**src/rtl/imem_load_arb.sv**
```systemverilog
// Instruction-memory port arbiter: a boot loader owns the memory in LOAD, then the
// CPU fetches in RUN while late loader writes are served with bounded starvation.
module imem_load_arb #(
    parameter int ADDR_W     = 8,
    parameter int DATA_W     = 16,
    parameter int STARVE_MAX = 4
) (
    input  logic              clk,
    input  logic              rst,
    input  logic              cpu_req,
    input  logic [ADDR_W-1:0] cpu_addr,
    output logic [DATA_W-1:0] cpu_rdata,
    output logic              cpu_ready,
    output logic              cpu_hold,
    input  logic              ldr_valid,
    input  logic [ADDR_W-1:0] ldr_addr,
    input  logic [DATA_W-1:0] ldr_wdata,
    input  logic              ldr_last,
    output logic              ldr_ready,
    input  logic              reload,
    output logic              mem_we,
    output logic [ADDR_W-1:0] mem_addr,
    output logic [DATA_W-1:0] mem_wdata,
    input  logic [DATA_W-1:0] mem_rdata,
    output logic [ADDR_W:0]   load_cnt,
    output logic              state_o
);

    localparam logic ST_LOAD = 1'b0;
    localparam logic ST_RUN  = 1'b1;

    localparam int CNT_W = ADDR_W + 1;
    localparam int SW    = $clog2(STARVE_MAX + 1);

    // One word per address: a full load is 2**ADDR_W writes.
    localparam logic [CNT_W-1:0] CNT_MAX    = {1'b1, {ADDR_W{1'b0}}};
    localparam logic [SW-1:0]    STARVE_LIM = SW'(STARVE_MAX);

    logic              state_q, state_d;
    logic [CNT_W-1:0]  load_cnt_q, load_cnt_d;
    logic [SW-1:0]     starve_q, starve_d;
    logic              cpu_grant;
    logic              ldr_grant;

    always_comb begin
        state_d    = state_q;
        load_cnt_d = load_cnt_q;
        starve_d   = starve_q;
        cpu_grant  = 1'b0;
        ldr_grant  = 1'b0;

        if (state_q == ST_LOAD) begin
            ldr_grant = ldr_valid;
            starve_d  = '0;
            if (ldr_valid) begin
                if (load_cnt_q != CNT_MAX) begin
                    load_cnt_d = load_cnt_q + CNT_W'(1);
                end
                if (ldr_last || (load_cnt_d == CNT_MAX)) begin
                    state_d = ST_RUN;
                end
            end
        end else begin
            // CPU wins ties until the loader has been refused STARVE_MAX times in a row.
            ldr_grant = ldr_valid && (!cpu_req || (starve_q == STARVE_LIM));
            cpu_grant = cpu_req && !ldr_grant;

            if (ldr_valid && !ldr_grant) begin
                if (starve_q != STARVE_LIM) begin
                    starve_d = starve_q + SW'(1);
                end
            end else begin
                starve_d = '0;
            end

            if (reload) begin
                state_d    = ST_LOAD;
                load_cnt_d = '0;
                starve_d   = '0;
            end
        end
    end

    always_ff @(posedge clk or posedge rst) begin
        if (rst) begin
            state_q    <= ST_LOAD;
            load_cnt_q <= '0;
            starve_q   <= '0;
        end else begin
            state_q    <= state_d;
            load_cnt_q <= load_cnt_d;
            starve_q   <= starve_d;
        end
    end

    // Handshake outputs are gated by rst so reset takes effect without waiting for a clock.
    always_comb begin
        cpu_hold  = rst || (state_q == ST_LOAD);
        cpu_ready = !rst && cpu_grant;
        ldr_ready = !rst && ((state_q == ST_LOAD) || ldr_grant);
        mem_we    = !rst && ldr_grant;
        mem_addr  = ((state_q == ST_LOAD) || ldr_grant) ? ldr_addr : cpu_addr;
        mem_wdata = ldr_wdata;
        cpu_rdata = mem_rdata;
    end

    assign load_cnt = load_cnt_q;
    assign state_o  = state_q;

endmodule

```
**config.mk**
```make
export PLATFORM = sky130hd
export DESIGN_NAME = imem_load_arb
export DESIGN_NICKNAME = d
export VERILOG_FILES = /design/src/rtl/imem_load_arb.sv
export SDC_FILE = /design/constraint.sdc
export NUM_CORES = 1
export LEC_CHECK = 0
export CAP_MARGIN = 20
export CORE_UTILIZATION = 34
export CTS_CLUSTER_DIAMETER = 200
export DETAILED_ROUTE_END_ITERATION = 8
export GPL_TIMING_DRIVEN = 0
export PLACE_DENSITY = 0.91
export SLEW_MARGIN = 20
export SYNTH_ARGS = -nofsm -noshare
export SYNTH_HDL_FRONTEND = slang
export SYNTH_SLANG_ARGS = --single-unit
```
**constraint.sdc**
```tcl
create_clock -name clk -period 4.38 [get_ports clk]
set_clock_uncertainty 0.05 [all_clocks]
set_input_delay 0.438 -clock clk [delete_from_list [all_inputs] [get_ports clk]]
set_output_delay 0.438 -clock clk [all_outputs]
set_load 0.05 [all_outputs]
```
; Word-level counts from Yosys, hierarchy flattened
; Index checks and enable logic that the tools add are counted.
[classes]
bitwise = 1
add_sub_neg = 2
eq_ne = 6
reduce_logical = 15
mux = 17
[op_table]
columns = cell, count
row1 = 9-bit two-way mux, 6
row2 = 3-bit two-way mux, 4
row3 = "9-bit by 1-bit adder with 9-bit output, second input constant", 1
row4 = "9-bit == test, second input constant", 1
row5 = "9-bit != test, second input constant", 1
row6 = 8-bit two-way mux, 1
row7 = 1-bit logical AND, 6
row8 = 1-bit two-way mux, 6
row9 = 1-bit logical OR, 4
row10 = "4-bit by 3-bit != test with 1-bit output, second input constant", 1
row11 = "3-bit by 1-bit adder with 3-bit output, second input constant", 1
row12 = "3-bit == test, second input constant", 1
row13 = 1-bit zero test, 3
row14 = "3-bit != test, second input constant", 1
row15 = "2-bit != test, second input constant", 1
row16 = 2-bit AND reduction, 1
row17 = 2-bit nonzero test, 1
row18 = 1-bit inverter, 1
[totals]
reg_bits = 13
inputBits = 54

; Logic depth before layout (Yosys ltp)
[depth]
ltp_word = 9
depth_mapped = 7
depth_no_buf = 7

; Worst setup path after synthesis
; Ideal clock, no wire load.
[synth_path]
kind = register to output
from = register state_q, in the netlist state_o
to = output cpu_ready
stages_incl_launch_ff = 4
t_arrival_ns = 2.152
t_required_ns = 3.892
slack_ns = 1.740
cell_sequence = dfrtp_1 > buf_2 > nand2_1 > a311oi_1
[synth_via]
elab_chain_cells = 2
[synth_rtl]
columns = element, line_no
row1 = "start, declared", 39  ; logic state_q, state_d;
row2 = "start signal, assigned", 90  ; state_q <= state_d;
row3 = 1-bit two-way mux, 52  ; if (state_q == ST_LOAD) begin
row4 = 1-bit logical AND, 99  ; cpu_ready = !rst && cpu_grant;
row5 = "end, declared", 13  ; output logic cpu_ready,
; Every way passes these cells.

; Worst setup path after layout
[layout_path]
from = register starve_q[0]
to = output mem_addr[0]
[layout_via]
elab_chain_cells = 6
[layout_rtl]
columns = element, line_no
row1 = "start, declared", 41  ; logic [SW-1:0] starve_q, starve_d;
row2 = "start signal, assigned", 92  ; starve_q <= starve_d;
row3 = 3-bit == test, 65  ; ldr_grant = ldr_valid && (!cpu_req || (starve_q == STARVE_LIM));
row4 = 1-bit logical OR, 65
row5 = 1-bit logical AND, 65
row6 = 1-bit two-way mux, 52
row7 = 1-bit logical OR, 102  ; mem_addr = ((state_q == ST_LOAD) || ldr_grant) ? ldr_addr : cpu_addr;
row8 = 8-bit two-way mux, 102
row9 = "end, declared", 22  ; output logic [ADDR_W-1:0] mem_addr,
; Every way passes these cells.

==> impl_metrics.yaml <==
clock_tree:
  clock_sinks: 13
  cts.hold.buffers_added: 0
  cts_made_buffers: 3
  clockBufferDepth: 2
  clk_pin_slew_ns: 0.08
  post_cts.repair.setup_buffers: 0
  post_cts.resized_instances: 0
  h-tree-depth: 1
  cts_root_buf: "clkbuf_4"
  cts_tree: "done"
  insertion_delay_ns: 0.28
power_and_ir_drop:
  power_density_mw_per_mm2: 318
  p_int_uw: 331
  pwr-share-clk: 0.118
  switchingPower_uw: 321
  p_comb_frac: 0.636
  seqPwrFrac: 0.246
  p_leak_nw: 0.883
  peakVddDrop_v: 0.000182
  finalPower_uw: 652
  p_sw_frac: 0.493
routing:
  firstDrtPassIters: 4
  vias: 1293
  wl_per_cell_um: 12.5
  final_antenna_net_count: 0
  drc_errors: 0
  viasPerCell: 4.74
  drt_iter0_markers: 45
  routed_wl_um: 3410
synth:
  yosysWarnings: 0
  synth_seq_cells: 13
  synth_fp_nets: 206
  synthDistinctLibCells: 34
  synth_area_mm2: 0.00122
  synth_top_flop_cell: "dfrtp_1"
  syn-mean-instance-area_um2: 8.23
  synth_async_sr_flop_share: 1.00
  synth_cells: 148
  ys_seq_area_frac: 0.267
  synth_edf_count: 0
timing:
  setup_viol: 0
  final_max_slew_viol_count: 0
  finalCritPeriodShare: 0.683
  hold_violations: 0
  maxSlewHeadroom: 0.628
  rsz0062_at_grt: "false"
  timing.setup.tns_ns: 0
  min_period_ns: 2.99
  fmax_mhz: 334
  worstMarginPinSlew_ns: 0.556
finish:
  finish.instance_area_mm2: 0.00205
  final_common_cell: "clkdlybuf4s50_1"
  final_cell_mix: "75 x clkdlybuf4s50_1, 32 x buf_4, 13 x nand2_1, 13 x dfrtp_1, 12 x o21ai_0"
  n_fill_cell: 294
  num-nets-final: 286
  antenna_cells: 0
  area_delta_synth_final_pct: 68.6
  drive_gt1_frac: 0.225
die:
  chipHeight_um: 61.8
  start_util: 0.359
  die_w_um: 61.8
  core_area_mm2: 0.00339
  rows: 21
  dieArea_mm2: 0.00382
  io_pins: 108
global_route:
  grt_pass1_wl_um: 4920
  grt_overflow: 0
  grt_use_met2: 0.278
  grt_usage: 0.176
  gr-usage-met3: 0.0455
  busiest_layer: "met2"
  grt_pass1_vias: 1067
  grt_max_degree: 15
  met1_usage: 0.235
  antenna_found_initial: 0
critical_path:
  worstSetupStartpointType: "flop"
  arrival_ns: 2.50
  crit_fanout: 8
  path_class: "reg2out"
  required_ns: 3.89
  worstSetupEndpointType: "primary output"
status:
  status: "completed"
flow_run:
  cap_violations: 0
placed_design:
  io_buffers: 75
  gp_congestion: 0.960
  dp_hpwl_um: 2740
  dpl_cell_area_mm2: 0.00203
hold_path:
  min_path_type: "reg2reg"
[flip-flops by register name, indices dropped and copies added (netlist names)]
name and flops:
load_cnt 9, starve_q 3, state_o 1
[worst max-delay path, stage by stage (launching register included)]
cell and delay [ns]:
dfrtp_1 0.40, inv_1 0.07, ha_1 0.18, nand2_1 0.06, nand2_1 0.06, nand2_1 0.06
nand2_1 0.27, mux2_2 0.39, clkdlybuf4s50_1 0.72
[final cells by class]
| class | count | area, um2 | area share |
|---|---|---|---|
| inverter | 8 | 30.0 | 0.0146 |
| multi-input combinational | 89 | 588 | 0.287 |
| tap | 46 | 57.6 | 0.0280 |
| sequential | 13 | 325 | 0.159 |
| timing repair buffer | 75 | 751 | 0.366 |
| buffer | 38 | 274 | 0.134 |
| clock buffer | 4 | 26.3 | 0.0128 |
[final timing paths]
| path | depth (start not counted) | slack [ns] | endpoint | startpoint |
|---|---|---|---|---|
| max in group asynchronous | 2 | 3.38 | state_o$_DFF_PP0_ | rst |
| min | 1 | 0.42 | starve_q[0]$_DFFE_PP0P_ | starve_q[0]$_DFFE_PP0P_ |
| min in group asynchronous | 2 | 0.54 | starve_q[1]$_DFFE_PP0P_ | rst |
| max | 8 | 1.39 | mem_addr[0] | starve_q[0]$_DFFE_PP0P_ |
| max reg2reg | 6 | 2.53 | state_o$_DFF_PP0_ | load_cnt[0]$_DFFE_PP0P_ |
| min reg2reg | 1 | 0.42 | starve_q[0]$_DFFE_PP0P_ | starve_q[0]$_DFFE_PP0P_ |
[logic make-up after synthesis]
group                      Yosys count  share of synthesized area
AOI/OAI and AO/OA                   30                      0.153
xor gates and xnor gates             3                     0.0216
adders and majority gates            4                     0.0411
buffers and inverters               46                      0.250
DFF                                 13                      0.267
muxes                                9                     0.0822
and+or+nand+nor                     43                      0.185
[power by group through the flow]
stage | Clock [mW] | Sequential [mW] | Combinational (mW)
after floorplan | 0 | 0.207 | 0.237
after global placement | 0 | 0.161 | 0.410
after detailed placement | 0 | 0.162 | 0.415
after CTS | 0.0771 | 0.160 | 0.417
after global routing | 0.0826 | 0.163 | 0.442
final | 0.0767 | 0.161 | 0.415
[stage by stage]
step	hold slack, ns	util	setup WS (ns)	cells
2_1_floorplan	0.273	-	1.74	148
3_3_place_gp	0.400	0.598	1.52	269
3_5_place_dp	0.414	0.598	1.52	269
4_1_cts	0.425	0.605	1.39	273
5_1_grt	0.468	0.605	1.18	273
6_report	0.417	0.605	1.39	273
[synthesized netlist by cell type (2+ instances only)]
cell	instances	area, um2
buf_4	32	240
dfrtp_1	13	325
nand2_1	13	48.8
o21ai_0	12	60.1
a21oi_1	8	40.0
inv_1	8	30.0
mux2_2	8	90.1
nor2_1	7	26.3
ha_1	4	50.1
nand4_1	4	25.0
nor2b_1	4	25.0
and3_1	3	18.8
buf_2	3	15.0
nand3_1	3	15.0
nor3_1	3	15.0
a31oi_1	2	12.5
clkbuf_1	2	7.51
o31ai_1	2	15.0
xnor2_1	2	17.5
[per-layer routing]
layer | routed length [um] | up-vias
met5 | 0 | -
met4 | 72 | 0
met3 | 259 | 8
met2 | 1700 | 68
met1 | 1380 | 579
li1 | - | 638
Power figures use the tool's default switching activity.
